**config.mk**
```make
export PLATFORM = sky130hd
export DESIGN_NAME = branch_predict_unit
export DESIGN_NICKNAME = d
export VERILOG_FILES = /design/src/rtl/branch_predict_unit.sv
export SDC_FILE = /design/constraint.sdc
export NUM_CORES = 1
export LEC_CHECK = 0
export CAP_MARGIN = 25
export CORE_MARGIN = 3
export CORE_UTILIZATION = 50
export CTS_CLUSTER_SIZE = 28
export DETAILED_ROUTE_END_ITERATION = 7
export PLACE_DENSITY = 0.67
export SETUP_SLACK_MARGIN = 0.3
export SYNTH_ARGS = -nofsm -noshare
export SYNTH_HDL_FRONTEND = slang
export SYNTH_SLANG_ARGS = --single-unit
```
**constraint.sdc**
```tcl
create_clock -name clk -period 5.75 [get_ports clk]
set_input_delay 1.15 -clock clk [delete_from_list [all_inputs] [get_ports clk]]
set_output_delay 1.15 -clock clk [all_outputs]
set_load 0.01 [all_outputs]
```
**src/rtl/branch_predict_unit.sv**
```systemverilog
// rtl/branch_predict_unit.sv - direct-mapped BTB/BHT fetch predictor with execute-stage resolver and trainer
// Optional statistics counters enabled by defining BRANCH_PRED_STATS_EN.
module branch_predict_unit #(
  parameter int PC_W    = 32,
  parameter int ENTRIES = 16,
  parameter int CTR_W   = 2
) (
  input  logic            clk,
  input  logic            rst,
  input  logic [PC_W-1:0] PCF,
  output logic            predTakenF,
  output logic [PC_W-1:0] predTargetF,
  input  logic            validE,
  input  logic [PC_W-1:0] PCE,
  input  logic [PC_W-1:0] targetE,
  input  logic [2:0]      branchE,
  input  logic [1:0]      jumpE,
  input  logic            zero,
  input  logic            neg,
  input  logic            ltu,
  input  logic            predTakenE,
  output logic [1:0]      PCSrcE,
  output logic            flushE,
  output logic [31:0]     branchCount,
  output logic [31:0]     mispredCount
);

  localparam int IDX_W = $clog2(ENTRIES);
  localparam int TAG_W = PC_W - IDX_W - 2;
  localparam int unsigned WT_INT = 1 << (CTR_W - 1);
  localparam logic [CTR_W-1:0] CTR_WT  = WT_INT[CTR_W-1:0];
  localparam logic [CTR_W-1:0] CTR_WNT = CTR_WT - 1'b1;

  localparam logic [1:0] SRC_NONE   = 2'b00;
  localparam logic [1:0] SRC_TARGET = 2'b01;
  localparam logic [1:0] SRC_JALR   = 2'b10;
  localparam logic [1:0] SRC_SEQ    = 2'b11;

  logic             valid_q  [ENTRIES];
  logic [TAG_W-1:0] tag_q    [ENTRIES];
  logic [PC_W-1:0]  target_q [ENTRIES];
  logic [CTR_W-1:0] ctr_q    [ENTRIES];

  logic [IDX_W-1:0] idx_f, idx_e;
  logic [TAG_W-1:0] tag_f, tag_e;
  logic             hit_f, hit_e;

  assign idx_f = PCF[IDX_W+1:2];
  assign tag_f = PCF[PC_W-1:IDX_W+2];
  assign idx_e = PCE[IDX_W+1:2];
  assign tag_e = PCE[PC_W-1:IDX_W+2];

  logic unused_lsbs;
  assign unused_lsbs = ^{PCF[1:0], PCE[1:0]};

  // Asynchronous read: a same-cycle write to this index is not bypassed.
  assign hit_f       = valid_q[idx_f] && (tag_q[idx_f] == tag_f);
  assign predTakenF  = hit_f && ctr_q[idx_f][CTR_W-1];
  assign predTargetF = predTakenF ? target_q[idx_f] : '0;
  assign hit_e       = valid_q[idx_e] && (tag_q[idx_e] == tag_e);

  logic is_cond, is_jal, is_jalr, cond_taken, taken_e;

  always_comb begin
    is_cond = (branchE != 3'b000) && (branchE != 3'b111);
    is_jal  = (jumpE == 2'b01);
    is_jalr = (jumpE == 2'b10);
    case (branchE)
      3'b001:  cond_taken = zero;
      3'b010:  cond_taken = ~zero;
      3'b011:  cond_taken = neg;
      3'b100:  cond_taken = zero | ~neg;
      3'b101:  cond_taken = ltu;
      3'b110:  cond_taken = ~ltu;
      default: cond_taken = 1'b0;
    endcase
    taken_e = is_jal | (is_cond & cond_taken);
  end

  always_comb begin
    PCSrcE = SRC_NONE;
    if (validE) begin
      if (is_jalr) begin
        PCSrcE = SRC_JALR;
      end else if (is_jal || is_cond) begin
        if (taken_e && !predTakenE)      PCSrcE = SRC_TARGET;
        else if (!taken_e && predTakenE) PCSrcE = SRC_SEQ;
      end else if (predTakenE) begin
        PCSrcE = SRC_SEQ;
      end
    end
  end

  assign flushE = (PCSrcE != SRC_NONE);

  logic             wr_en;
  logic             ent_valid_d;
  logic [TAG_W-1:0] ent_tag_d;
  logic [PC_W-1:0]  ent_target_d;
  logic [CTR_W-1:0] ent_ctr_d;

  always_comb begin
    wr_en        = 1'b0;
    ent_valid_d  = valid_q[idx_e];
    ent_tag_d    = tag_q[idx_e];
    ent_target_d = target_q[idx_e];
    ent_ctr_d    = ctr_q[idx_e];
    if (validE && !is_jalr) begin
      if (is_jal) begin
        wr_en        = 1'b1;
        ent_valid_d  = 1'b1;
        ent_tag_d    = tag_e;
        ent_target_d = targetE;
        ent_ctr_d    = '1;
      end else if (is_cond) begin
        if (taken_e) begin
          wr_en        = 1'b1;
          ent_valid_d  = 1'b1;
          ent_tag_d    = tag_e;
          ent_target_d = targetE;
          if (!hit_e)                  ent_ctr_d = CTR_WT;
          else if (ctr_q[idx_e] != '1) ent_ctr_d = ctr_q[idx_e] + 1'b1;
        end else if (hit_e) begin
          wr_en = 1'b1;
          if (ctr_q[idx_e] != '0) ent_ctr_d = ctr_q[idx_e] - 1'b1;
        end
      end else if (predTakenE) begin
        // Fetch hit on a non-branch: drop the aliasing entry.
        wr_en       = 1'b1;
        ent_valid_d = 1'b0;
      end
    end
  end

  always_ff @(posedge clk) begin
    if (rst) begin
      for (int i = 0; i < ENTRIES; i++) begin
        valid_q[i]  <= 1'b0;
        tag_q[i]    <= '0;
        target_q[i] <= '0;
        ctr_q[i]    <= CTR_WNT;
      end
    end else if (wr_en) begin
      valid_q[idx_e]  <= ent_valid_d;
      tag_q[idx_e]    <= ent_tag_d;
      target_q[idx_e] <= ent_target_d;
      ctr_q[idx_e]    <= ent_ctr_d;
    end
  end

`ifdef BRANCH_PRED_STATS_EN
  logic [31:0] branch_cnt_q, branch_cnt_d;
  logic [31:0] mispred_cnt_q, mispred_cnt_d;

  always_comb begin
    branch_cnt_d  = branch_cnt_q;
    mispred_cnt_d = mispred_cnt_q;
    if (validE && (is_cond || is_jal || is_jalr)) begin
      branch_cnt_d = branch_cnt_q + 32'd1;
      if (flushE) mispred_cnt_d = mispred_cnt_q + 32'd1;
    end
  end

  always_ff @(posedge clk) begin
    if (rst) begin
      branch_cnt_q  <= '0;
      mispred_cnt_q <= '0;
    end else begin
      branch_cnt_q  <= branch_cnt_d;
      mispred_cnt_q <= mispred_cnt_d;
    end
  end

  assign branchCount  = branch_cnt_q;
  assign mispredCount = mispred_cnt_q;
`else
  assign branchCount  = 32'd0;
  assign mispredCount = 32'd0;
`endif

endmodule

```
# After elaboration in Yosys (flattened, before gate mapping)
# Memories as Yosys holds them, arrays and structs flattened.
# Index checks and enable logic that the tools add are counted.
# classes
n_addsub	2
eq_ne	15
mux	52
n_reduce_logical	19
bitwise	6
# op_table
op	n
$mux 32	6
$mux 26	5
$eq 26x26->1	2
$reduce_or 32->1	1
$mux 2	15
$reduce_or 26->1	1
$mux 1	21
$mux 4	4
$eq 3x3->1 const B	3
$logic_and 1x1->1	7
$eq 3x2->1 const B	2
$ne 3x3->1 const B	2
$pmux 1 s6	1
$ne 4x4->1 const B	1
$reduce_and 4->1	1
$reduce_bool 2->1	2
$eq 3x1->1 const B	1
$logic_not 1->1	3
$not 1->1	3
$reduce_bool 3->1	1
$add 2x1->2 const B	1
$eq 2x1->1 const B	1
$eq 2x2->1 const B	1
$ne 2x2->1 const B	1
7 further kinds	8
# totals
mem_count	4
regBits	0
wordCells	98
ramBits	976
# mem_list
name	depth	word_bits	rd	rd_clocked_by_memory_dff	write_ports	line	text
target_q	16	32	1	0	16	41	logic [PC_W-1:0] target_q [ENTRIES];
tag_q	16	26	2	0	16	40	logic [TAG_W-1:0] tag_q [ENTRIES];
ctr_q	16	2	2	0	16	42	logic [CTR_W-1:0] ctr_q [ENTRIES];
valid_q	16	1	2	0	16	39	logic valid_q [ENTRIES];

# Logic depth before layout (Yosys ltp)
# logic_depth
ltp_word	15
mapped_depth	17

# Worst setup path after synthesis
# No wires, ideal clock.
# synth_timing
path_type	input to output
from	input port PCF[2]
to	output port predTargetF[0]
required_time_ps	4600
stages	10
t_arrival_ps	4336
path_buffers	7
setup_slack_ps	264
path_cell_list	clkbuf_1 buf_2 buf_2 buf_2 clkbuf_1 clkbuf_1 buf_1 mux4_2 mux4_2 nor2b_1
# synth_via
elab_chain_len	5
elab_cells_between_ends	8
# synth_rtl
item	line	text
from (decl)	10	input logic [PC_W-1:0] PCF,
$mem_v2 16x26	--	
$eq 26x26->1	57	assign hit_f = valid_q[idx_f] && (tag_q[idx_f] == tag_f);
$logic_and 1x1->1	57	
$logic_and 1x1->1	58	assign predTakenF = hit_f && ctr_q[idx_f][CTR_W-1];
$mux 32 (*)	59	assign predTargetF = predTakenF ? target_q[idx_f] : '0;
to (decl)	12	output logic [PC_W-1:0] predTargetF,
# Every way passes the cells marked *; elsewhere a longest branch is shown, timed or not.

# Worst setup path after layout
# layout_timing
from	input port PCF[3]
to	output port predTargetF[16]
# The elaborated chain is that of the path after synthesis.

==> impl_metrics.env <==
export IMPL_cp_startpoint="PCF[3]"
export IMPL_wl_met1_um=57980
export IMPL_cts_path_max_buffers=3
export IMPL_status="complete, no violations"
export IMPL_synth_area_leader_cell="edfxtp_1"
export IMPL_final_hold_violation_count=0
export IMPL_wl_per_cell_um=31.89
export IMPL_die_area_um2=101500
export IMPL_p_int_mw=12.93
export IMPL_finalMaxSlewViolations=0
export IMPL_power_density_nw_per_um2=303.4
export IMPL_clkLatencyLatePin_ns=0.72
export IMPL_grt_max_degree=92
export IMPL_power_switching_mw=4.254
export IMPL_dr_wl_met3_um=17540
export IMPL_drtIter0Drc=5029
export IMPL_place_inst=4784
export IMPL_path_class="in2out"
export IMPL_synth_edff_count=976
export IMPL_final_cells=4982
export IMPL_synth_area_top_cells="edfxtp_1 60%, mux4_2 17%, nor2_1 5.5%"
export IMPL_seqPwrFrac_pct=48.1
export IMPL_synth_commonest_cells="976 x edfxtp_1, 721 x nor2_1, 366 x mux4_2, 263 x and3_1, 224 x clkbuf_1"
export IMPL_io_pins=208
export IMPL_antenna_found_initial=4
export IMPL_place_port_buffers=139
export IMPL_cp_slowest_cell="mux4_2"
export IMPL_drt_first_pass_iters=6
export IMPL_post_route_min_period_ns=5.371
export IMPL_synth_cell_area_um2=48870
export IMPL_die_w_um=318.6
export IMPL_path_clk_slew_ns=0.06
export IMPL_vias=32710
export IMPL_setup_violations=0
export IMPL_p_sw_share_pct=24.75
export IMPL_worst_path_buf_inv=7
export IMPL_num_rows=114
export IMPL_finClkSkew_ns=0.06848
export IMPL_yosys_warnings=0
export IMPL_clock_fmax_ghz=0.1862
export IMPL_drive_gt1_share_pct=24.88
export IMPL_synthFlopType="edfxtp_1"
export IMPL_hold_buffers=0
export IMPL_cp_max_fo=29
export IMPL_cts_made_buffers=103
export IMPL_drv_cap=0
export IMPL_syn_to_final_growth_pct=15.95
export IMPL_relSlewSlack_pct=26.23
export IMPL_drc_errors=0
export IMPL_final_core_util_pct=58.50
export IMPL_grt_pass1_wl_um=227500
export IMPL_hp_class="reg2reg"
export IMPL_cp_end_kind="primary output"
export IMPL_numClockSinks=976
export IMPL_tightestPinTransition_ns=1.093
export IMPL_crit_required_ns=4.60
export IMPL_comb_power_share_pct=12.5
export IMPL_clockRootBuffer="clkbuf_16"
export IMPL_synth_most_common_cell="edfxtp_1"
export IMPL_critPathMaxStageDelay_ns=0.53
export IMPL_rsz0062_at_grt="false"
export IMPL_tritoncts="yes"
export IMPL_routed_wl_um=158900
export IMPL_ys_ff_latch=976
export IMPL_netlist_instances=3429
export IMPL_yosys_area_top_type_share_pct=59.98
export IMPL_post_route_period_util_pct=93.41
export IMPL_arrival_ns=4.22
export IMPL_ys_types=70
export IMPL_min_delay_start="tag_q[6][1]"
export IMPL_htree_num_levels=3
export IMPL_ant_nets=0
export IMPL_irDropWorstVdd_uv=254.3
export IMPL_via_per_inst=6.566
export IMPL_top_layer="met5"
export IMPL_core_area_um2=96850
export IMPL_wl_met2_um=76060
export IMPL_crit_path_cell_trace="clkbuf_8 > buf_12 > mux4_2 > xnor2_1 > buf_4 > nand4_1 > buf_4 > nor4_4 > nand4_1 > buf_6 > buf_16 > nor2b_4 > clkdlybuf4s15_2"
export IMPL_p_clk_share_pct=39.4
export IMPL_grt_overflow=0
export IMPL_async_reset_ff_share_pct=0
export IMPL_startpoint_type="primary input"
export IMPL_grt_use_total_pct=31.05
export IMPL_critPathTopFamily="buffers and inverters"
export IMPL_nets=3731
export IMPL_initial_core_util_pct=50.45
export IMPL_die_h_um=318.6
export IMPL_rr_startpoint="tag_q[15][6]"
export IMPL_seq_area_frac_synth_pct=59.98
export IMPL_post_synth_cell_area_avg_um2=14.25
export IMPL_static_leakage_power_nw=20.47
export IMPL_grt_pass1_vias=32530
export IMPL_place_gp_congestion=0.9898
export IMPL_place_hpwl_um=95850
-- state kept, by name (all words and copies together), names as in the netlist --
name and cells:
target_q 512, valid_q 16, ctr_q 32, tag_q 416
-- layer usage --
layer | vias to the layer above | GRT usage (%)
met1 | 16710 | 41.81
met5 | - | 0
met4 | 2 | 13.50
li1 | 13370 | -
met3 | 399 | 6.114
met2 | 2236 | 49.62
-- cell usage in the layout, fill, tap and decap left out, types with 17 or more instances in the layout --
| cell | count |
|---|---|
| nor2b_1 | 40 |
| a22oi_1 | 29 |
| clkbuf_1 | 21 |
| nor3_1 | 19 |
| mux2_2 | 30 |
| nor2_1 | 716 |
| mux4_2 | 366 |
| xnor2_1 | 26 |
| edfxtp_1 | 976 |
| nand2_1 | 113 |
| buf_2 | 31 |
| a21oi_1 | 26 |
| clkinv_1 | 19 |
| clkdlybuf4s50_1 | 98 |
| o21ai_0 | 26 |
| nand2b_1 | 29 |
| conb_1 | 64 |
| buf_12 | 61 |
| clkbuf_16 | 105 |
| buf_4 | 182 |
| and3_1 | 261 |
| inv_1 | 17 |
| mux2i_1 | 116 |
| nand3_1 | 26 |
-- cells by family after synthesis --
logic type	synth area share [%]
adder cells (fa/ha/maj)	0.04609
AND/OR/NAND/NOR	12.35
multiplexers	19.96
flip-flops	59.98
XOR/XNOR	0.7707
other	0.007674
buffers and inverters	3.961
AO/OA/AOI/OAI	2.932
-- path summary, 6_finish.rpt --
path / to / slack, ns / cells after the start
min: tag_q[12][1] / 1.13 / 5
max: predTargetF[16] / 0.38 / 13
max reg2reg: ctr_q[10][0] / 1.67 / 12
min reg2reg: tag_q[12][1] / 1.13 / 5
-- stage by stage --
step,setup TNS (ns),cell area (um2),total power [mW],hold WS [ns],setup slack [ns]
floorplan,0,49110,9.593,1.002,0.3024
global placement,-8.331,53020,10.46,1.183,-0.3002
detailed placement,-7.808,53060,10.50,1.091,-0.2685
CTS,0,56530,17.19,1.108,0.2076
global route,0,56650,17.64,1.199,0.2822
finish,0,56660,17.19,1.129,0.3790
-- tightest hold or removal path: cells and delay by family (launching register included) --
kind	cells	cell delay, ns
mux	1	0.16
compound gates	2	0.22
simple gates	2	0.27
flops	1	0.37
-- final cells by class --
cell class / count / area, um2
Antenna cell: 4 / 10.01
Clock buffer: 125 / 2681
Sequential cell: 976 / 29310
Fill cell: 7511 / 40190
Multi-Input combinational cell: 2130 / 18150
Clock inverter: 60 / 762.0
Tap cell: 1276 / 1597
Timing Repair Buffer: 393 / 4088
Inverter: 18 / 67.56
-- power by group through the flow --
stage / logic, mW / registers [mW] / clock network, mW
after floorplan: 1.24 / 8.36 / 0
after global placement: 2.07 / 8.39 / 0
after detailed placement: 2.09 / 8.41 / 0
after CTS: 2.11 / 8.26 / 6.82
after global routing: 2.23 / 8.29 / 7.12
final: 2.15 / 8.27 / 6.77
-- repair_timing --
action	in CTS	in global routing
resized for setup	123	25
endpoints found under the setup margin	33	33
buffers inserted	1	0
cloned	3	1
pin swaps	3	3
endpoints found under the hold margin	0	0
No activity file was read; power rests on OpenSTA's default activity.
